`config.mk`:
```
export PLATFORM = sky130hd
export DESIGN_NAME = cam_capture
export DESIGN_NICKNAME = d
export VERILOG_FILES = /design/src/rtl/cam_capture_pkg.sv /design/src/rtl/cam_capture_edge_sync.sv /design/src/rtl/cam_capture.sv
export SDC_FILE = /design/constraint.sdc
export NUM_CORES = 1
export LEC_CHECK = 0
export ABC_AREA = 1
export CAP_MARGIN = 20
export CORE_MARGIN = 2
export CORE_UTILIZATION = 54
export DETAILED_ROUTE_END_ITERATION = 10
export GPL_TIMING_DRIVEN = 1
export HOLD_SLACK_MARGIN = 0.08
export PLACE_DENSITY = 0.76
export SYNTH_ARGS = -nofsm -noshare
export SYNTH_HDL_FRONTEND = slang
export SYNTH_SLANG_ARGS = --single-unit
```
`constraint.sdc`:
```
create_clock -name iclk -period 2.4 [get_ports iclk]
set_input_delay 0.36 -clock iclk [delete_from_list [all_inputs] [get_ports iclk]]
set_output_delay 0.36 -clock iclk [all_outputs]
set_load 0.01 [all_outputs]
```
`src/rtl/cam_capture_pkg.sv`:
```
// Shared definitions for the camera capture front end: FSM encoding,
// default geometry and a counter-width helper.
package cam_capture_pkg;

    typedef enum logic [1:0] {
        S_WAIT_VS = 2'd0,
        S_SKIP    = 2'd1,
        S_ARMED   = 2'd2,
        S_ACTIVE  = 2'd3
    } cap_state_t;

    localparam int DEF_H_RES = 640;
    localparam int DEF_V_RES = 480;

    // Bits needed to hold the values 0..n (at least one bit).
    function automatic int cnt_w(input int n);
        return (n < 1) ? 1 : $clog2(n + 1);
    endfunction

endpackage

```
`src/rtl/cam_capture_edge_sync.sv`:
```
// Input register stage for the camera bus plus vsync/href edge pulses.
// vsync is normalised so that 1 always means "in vertical sync".
module cam_edge_sync #(
    parameter bit VS_ACTIVE_HIGH = 1'b1
) (
    input  logic       i_clk,
    input  logic       i_rst,
    input  logic       i_vsync,
    input  logic       i_href,
    input  logic [7:0] i_data,
    output logic       o_vs_q,
    output logic       o_href_q,
    output logic [7:0] o_data_q,
    output logic       o_vs_rise,
    output logic       o_vs_fall,
    output logic       o_href_fall
);

    logic       r_vs_q, r_vs_qq;
    logic       r_href_q, r_href_qq;
    logic [7:0] r_data_q;
    logic       w_vs_norm;

    assign w_vs_norm = VS_ACTIVE_HIGH ? i_vsync : ~i_vsync;

    always_ff @(posedge i_clk or posedge i_rst) begin
        if (i_rst) begin
            r_vs_q    <= 1'b0;
            r_vs_qq   <= 1'b0;
            r_href_q  <= 1'b0;
            r_href_qq <= 1'b0;
            r_data_q  <= '0;
        end else begin
            r_vs_q    <= w_vs_norm;
            r_vs_qq   <= r_vs_q;
            r_href_q  <= i_href;
            r_href_qq <= r_href_q;
            r_data_q  <= i_data;
        end
    end

    assign o_vs_q      = r_vs_q;
    assign o_href_q    = r_href_q;
    assign o_data_q    = r_data_q;
    assign o_vs_rise   = r_vs_q & ~r_vs_qq;
    assign o_vs_fall   = ~r_vs_q & r_vs_qq;
    assign o_href_fall = ~r_href_q & r_href_qq;

endmodule

```
`src/rtl/cam_capture.sv`:
```
// Camera Y8 capture: frame skip after reset/enable, crop to H_RES x V_RES,
// frame-aligned vs_n/de/data output with sticky geometry flags and frame count.
module cam_capture
    import cam_capture_pkg::*;
#(
    parameter int H_RES          = DEF_H_RES,
    parameter int V_RES          = DEF_V_RES,
    parameter int SKIP_FRAMES    = 2,
    parameter bit VS_ACTIVE_HIGH = 1'b1
) (
    input  logic        iclk,
    input  logic        irst,
    input  logic        ienable,
    input  logic        ivsync,
    input  logic        ihref,
    input  logic [7:0]  idata,
    output logic        ovs_n,
    output logic        ode,
    output logic [7:0]  odata,
    output logic        oframe_start,
    output logic        oline_err,
    output logic        oframe_err,
    output logic [15:0] oframe_cnt
);

    localparam int PXW = cnt_w(H_RES);
    localparam int LNW = cnt_w(V_RES);
    localparam int SKW = cnt_w(SKIP_FRAMES);
    localparam logic [PXW-1:0] PX_MAX = PXW'(H_RES);
    localparam logic [LNW-1:0] LN_MAX = LNW'(V_RES);
    localparam logic [SKW-1:0] SKIP_N = SKW'(SKIP_FRAMES);

    logic       w_vs_q, w_href_q, w_vs_rise, w_vs_fall, w_href_fall;
    logic [7:0] w_data_q;

    cam_edge_sync #(.VS_ACTIVE_HIGH(VS_ACTIVE_HIGH)) u_edge (
        .i_clk      (iclk),
        .i_rst      (irst),
        .i_vsync    (ivsync),
        .i_href     (ihref),
        .i_data     (idata),
        .o_vs_q     (w_vs_q),
        .o_href_q   (w_href_q),
        .o_data_q   (w_data_q),
        .o_vs_rise  (w_vs_rise),
        .o_vs_fall  (w_vs_fall),
        .o_href_fall(w_href_fall)
    );

    cap_state_t     r_state, w_state_nxt;
    logic           r_en_q;
    logic [SKW-1:0] r_skip_cnt;
    logic [PXW-1:0] r_px;
    logic           r_px_ovf;
    logic [LNW-1:0] r_ln;
    logic           r_ovs_n, r_ode, r_frame_start, r_line_err, r_frame_err;
    logic [7:0]     r_odata;
    logic [15:0]    r_frame_cnt;

    logic           w_en_rise, w_active, w_start, w_frame_end, w_skip_inc;
    logic           w_line_end, w_line_bad, w_ode;
    logic [LNW-1:0] w_ln_inc, w_ln_final;

    assign w_en_rise = ienable & ~r_en_q;
    assign w_active  = (r_state == S_ACTIVE);

    // A vsync rise during href closes the line in that same cycle, pixel included.
    assign w_line_end = w_active & (w_href_fall | (w_vs_rise & w_href_q));
    assign w_line_bad = r_px_ovf | (w_href_fall ? (r_px != PX_MAX) : (r_px != PX_MAX - 1'b1));
    assign w_ln_inc   = (r_ln == LN_MAX) ? r_ln : r_ln + 1'b1;
    assign w_ln_final = w_line_end ? w_ln_inc : r_ln;
    assign w_ode      = w_active & w_href_q & (r_px < PX_MAX) & (r_ln < LN_MAX);

    always_comb begin
        w_state_nxt = r_state;
        w_start     = 1'b0;
        w_frame_end = 1'b0;
        w_skip_inc  = 1'b0;
        case (r_state)
            S_WAIT_VS: if (w_vs_q) w_state_nxt = (r_skip_cnt < SKIP_N) ? S_SKIP : S_ARMED;
            S_SKIP: begin
                if (w_vs_rise) begin
                    w_skip_inc = 1'b1;
                    if (r_skip_cnt == SKIP_N - 1'b1) w_state_nxt = S_ARMED;
                end
            end
            S_ARMED: begin
                if (w_vs_fall && ienable) begin
                    w_state_nxt = S_ACTIVE;
                    w_start     = 1'b1;
                end
            end
            S_ACTIVE: begin
                if (w_vs_rise) begin
                    w_state_nxt = S_ARMED;
                    w_frame_end = 1'b1;
                end
            end
            default: w_state_nxt = S_WAIT_VS;
        endcase
        // Re-enabling restarts sync and the skip sequence from scratch.
        if (w_en_rise) begin
            w_state_nxt = S_WAIT_VS;
            w_start     = 1'b0;
            w_skip_inc  = 1'b0;
        end
    end

    always_ff @(posedge iclk or posedge irst) begin
        if (irst) begin
            r_state       <= S_WAIT_VS;
            r_en_q        <= 1'b0;
            r_skip_cnt    <= '0;
            r_px          <= '0;
            r_px_ovf      <= 1'b0;
            r_ln          <= '0;
            r_ovs_n       <= 1'b1;
            r_ode         <= 1'b0;
            r_odata       <= '0;
            r_frame_start <= 1'b0;
            r_line_err    <= 1'b0;
            r_frame_err   <= 1'b0;
            r_frame_cnt   <= '0;
        end else begin
            r_state <= w_state_nxt;
            r_en_q  <= ienable;

            if (w_en_rise)       r_skip_cnt <= '0;
            else if (w_skip_inc) r_skip_cnt <= r_skip_cnt + 1'b1;

            // Overflow bit lets a long line be told apart from an exact one.
            if (w_href_q) begin
                if (r_px == PX_MAX) r_px_ovf <= 1'b1;
                else                r_px     <= r_px + 1'b1;
            end else begin
                r_px     <= '0;
                r_px_ovf <= 1'b0;
            end

            if (w_start)         r_ln <= '0;
            else if (w_line_end) r_ln <= w_ln_inc;

            r_ode         <= w_ode;
            r_odata       <= w_ode ? w_data_q : 8'h00;
            r_ovs_n       <= (r_state == S_ARMED || r_state == S_ACTIVE) ? ~w_vs_q : 1'b1;
            r_frame_start <= w_start;

            if (w_line_end && w_line_bad) r_line_err <= 1'b1;
            if (w_frame_end) begin
                r_frame_cnt <= r_frame_cnt + 16'd1;
                if (w_ln_final < LN_MAX) r_frame_err <= 1'b1;
            end
        end
    end

    assign ovs_n        = r_ovs_n;
    assign ode          = r_ode;
    assign odata        = r_odata;
    assign oframe_start = r_frame_start;
    assign oline_err    = r_line_err;
    assign oframe_err   = r_frame_err;
    assign oframe_cnt   = r_frame_cnt;

endmodule

```
==> run_results.csv <==
group,metric,value,unit
global_routing,grt-ovfl-total,0,
place,io_buffer_count,41,
power,power_leakage,1.792,nW
global_routing,grt_max_degree,48,
floorplanning,die-area,0.006071,sq mm
synth,synthFlopType,"dfrtp_1",
critical_path,endpoint_kind,"output port",
critical_path,cp-start-kind,"register",
place,dpl.cell_count,432,
critical_path,slowest_delay,590,ps
global_routing,grt_antenna_before_repair,0,
sta,fmaxAchievable,0.5677,GHz
synth,synth_area,0.002950,sq mm
critical_path,crit_family,"buffers and inverters",
critical_path,cpMaxStageDelayCell,"clkdlybuf4s50_1",
final_layout,stdcell_count,448,
critical_path,path_class,"register to output port",
cts,cts_tree,"built",
cts,hold_buffers,0,
cts,cts.sinks,66,
floorplanning,dieHeight,77.92,um
cts,cts_resized,0,
synth,ys_ff_latch,66,
synth,ys_types,33,
synth,syn_inst,321,
floorplanning,initial_core_util,56.68,%
synth,synth-async-reset-ratio,100.0,%
floorplanning,die_x,77.92,um
sta,rsz0062_at_grt,"false",
critical_path,crit_required,2040,ps
power,power_density,806.6,mW/mm^2
detailed_routing,ant_nets,0,
detailed_routing,wire_per_inst,12.33,um
global_routing,first_global_vias,2172,
synth,yosysMostFrequentCell,"dfrtp_1",
cts,cts_buffer_depth,2,
global_routing,grt_use_total,20.60,%
floorplanning,core,0.005205,sq mm
final_layout,finalNetCount,392,
detailed_routing,dr.pass1.iters,4,
sta,fin_crit_sh,73.39,%
final_layout,regArea,0.001653,sq mm
final_layout,multiInputGateArea,0.001101,sq mm
detailed_routing,drc_errors,0,
synth,synth_edf_count,0,
detailed_routing,wl,5.523,mm
sta,setup_viol,0,
status,status,"complete, no violations",
critical_path,cp.arrival,1400,ps
critical_path,path_cells,"clkdlybuf4s50_1",
sta,post-route-min-period,1761,ps
final_layout,antenna_cells,0,
cts,cts-root-buf,"clkbuf_8",
sta,relSlewSlack,71.58,%
sta,clock_skew,3.814,ps
synth,synthesis.nets,340,
cts,cts_setup_buffers,0,
synth,ys_seq_area_share,56.02,%
sta,worst_slew_pin_slew,425.7,ps
cts,clk_latency,340,ps
cts,cts.htree.levels,3,
synth,ys_top_cells_by_count,"dfrtp_1 (65), nand2_1 (63), inv_1 (45), nor2_1 (42), nand3_1 (25)",
detailed_routing,vias_per_cell,4.978,
synth,yosysTopAreaCellShare,55.13,%
critical_path,path_buf_inv,1,
floorplanning,rows,26,
sta,fin_setup_tns,0,ps
run,drv_cap,0,
cts,clk_pin_slew,70,ps
cts,cts_inserted_buffers,9,
place,preCtsSetupSlack,695.2,ps
synth,yosys-top-cells-area,"dfrtp_1 (55%), nand2_1 (8.0%), inv_1 (5.7%)",
sta,final_hold_viol_count,0,
floorplanning,io_pins,42,
place,dp_hpwl,3.943,mm
final_layout,nFillCells,414,
place,place_congestion,0.8616,
final_layout,drive_above_1_share,9.788,%
synth,postSynthAreaPerCell,9.191,sq um
hold_path,hold_path.class,"input pin to async pin",
sta,finalMaxSlewViolations,0,
detailed_routing,drt-initial-drc-count,125,
power,ir_worst_vdd,0.4721,mV
synth,synth_warnings,0,
place,place_area,0.003463,sq mm
synth,synth_largest_area_cell,"dfrtp_1",
final_layout,utilization,69.98,%
detailed_routing,vias,2230,
global_routing,grt_pass1_wl,9.749,mm
final_layout,fin_area,0.003642,sq mm
final_layout,syn2layout_area_growth,23.45,%
critical_path,cp_max_fo,6,
sta,setup_slack,638.6,ps
-- registers in the layout (all words and copies together), names as in the netlist, 2 cells and up --
signal and count:
oframe_cnt 16, r_px 10, r_ln 9, odata 8, u_edge.o_data_q 8, r_skip_cnt 2
r_state 2
-- kinds of logic (layout without fill, tap and decap cells) --
group,Yosys count,in the layout,synth area share [%]
AO/OA/AOI/OAI,26,26,4.835
XOR/XNOR,17,17,5.047
adder cells (fa/ha/maj),6,6,2.544
buffers and inverters,51,108,6.658
flip-flops,66,66,56.02
AND/OR/NAND/NOR,155,155,24.89
-- cell type report --
class / count / area share, %
flip-flops and latches: 66 / 45.38
multi-input cells: 204 / 30.23
repair buffers: 42 / 11.82
inverters: 50 / 5.256
clock buffers: 10 / 3.779
well taps: 70 / 2.405
clock inverters: 6 / 1.134
-- metal layers --
layer  part of all wire [%]  up-vias  routed length, um  global-route usage [%]
met4                    1.3        0                 73                   8.947
met1                     46     1056               2542                   26.20
met3                    3.8        8                211                   4.767
li1                       -     1117                  -                       -
met2                     49       49               2696                   33.79
met5                      0        -                  0                       0
-- stage by stage --
stage               hold slack, ps  power (mW)
global placement             447.2       2.099
detailed placement           456.9       2.127
floorplan                    348.7       1.863
global route                 403.2       3.139
finish                       341.8       2.938
CTS                          354.5       2.973
-- placed cells by master (no fill, tap or decap), types with 3 or more instances in the layout --
cell / count
clkdlybuf4s50_1: 41
clkinv_2: 3
inv_2: 4
nor2_1: 42
nand2_1: 63
clkbuf_8: 10
dfrtp_1: 65
xnor2_1: 8
a21oi_1: 9
nor3_1: 3
o21ai_0: 9
nand4_1: 5
nor3b_1: 3
nand2_2: 4
clkinvlp_4: 3
nand3_1: 25
inv_1: 44
nor2_4: 3
o21ai_1: 3
xor2_1: 9
ha_1: 6
-- worst paths after layout --
path,start,to,slack [ps],depth (start not counted)
worst max-delay path,oframe_cnt[12],oframe_cnt[12],640,1
worst min-delay path,irst,u_edge.o_data_q[7],340,2
worst max register to register,r_px[0],oline_err,740,7
worst min register to register,oframe_err,oframe_err,470,2
max in group asynchronous,irst,ovs_n,1420,3
min in group iclk,idata[1],u_edge.o_data_q[1],450,1
-- power by group --
group / switching [mW] / internal, mW / leakage (nW)
Clock: 0.436 / 0.402 / 0.0847
Sequential: 0.149 / 1.27 / 0.855
Combinational: 0.380 / 0.296 / 0.853
Note: power is estimated with default switching activity, not from simulation.
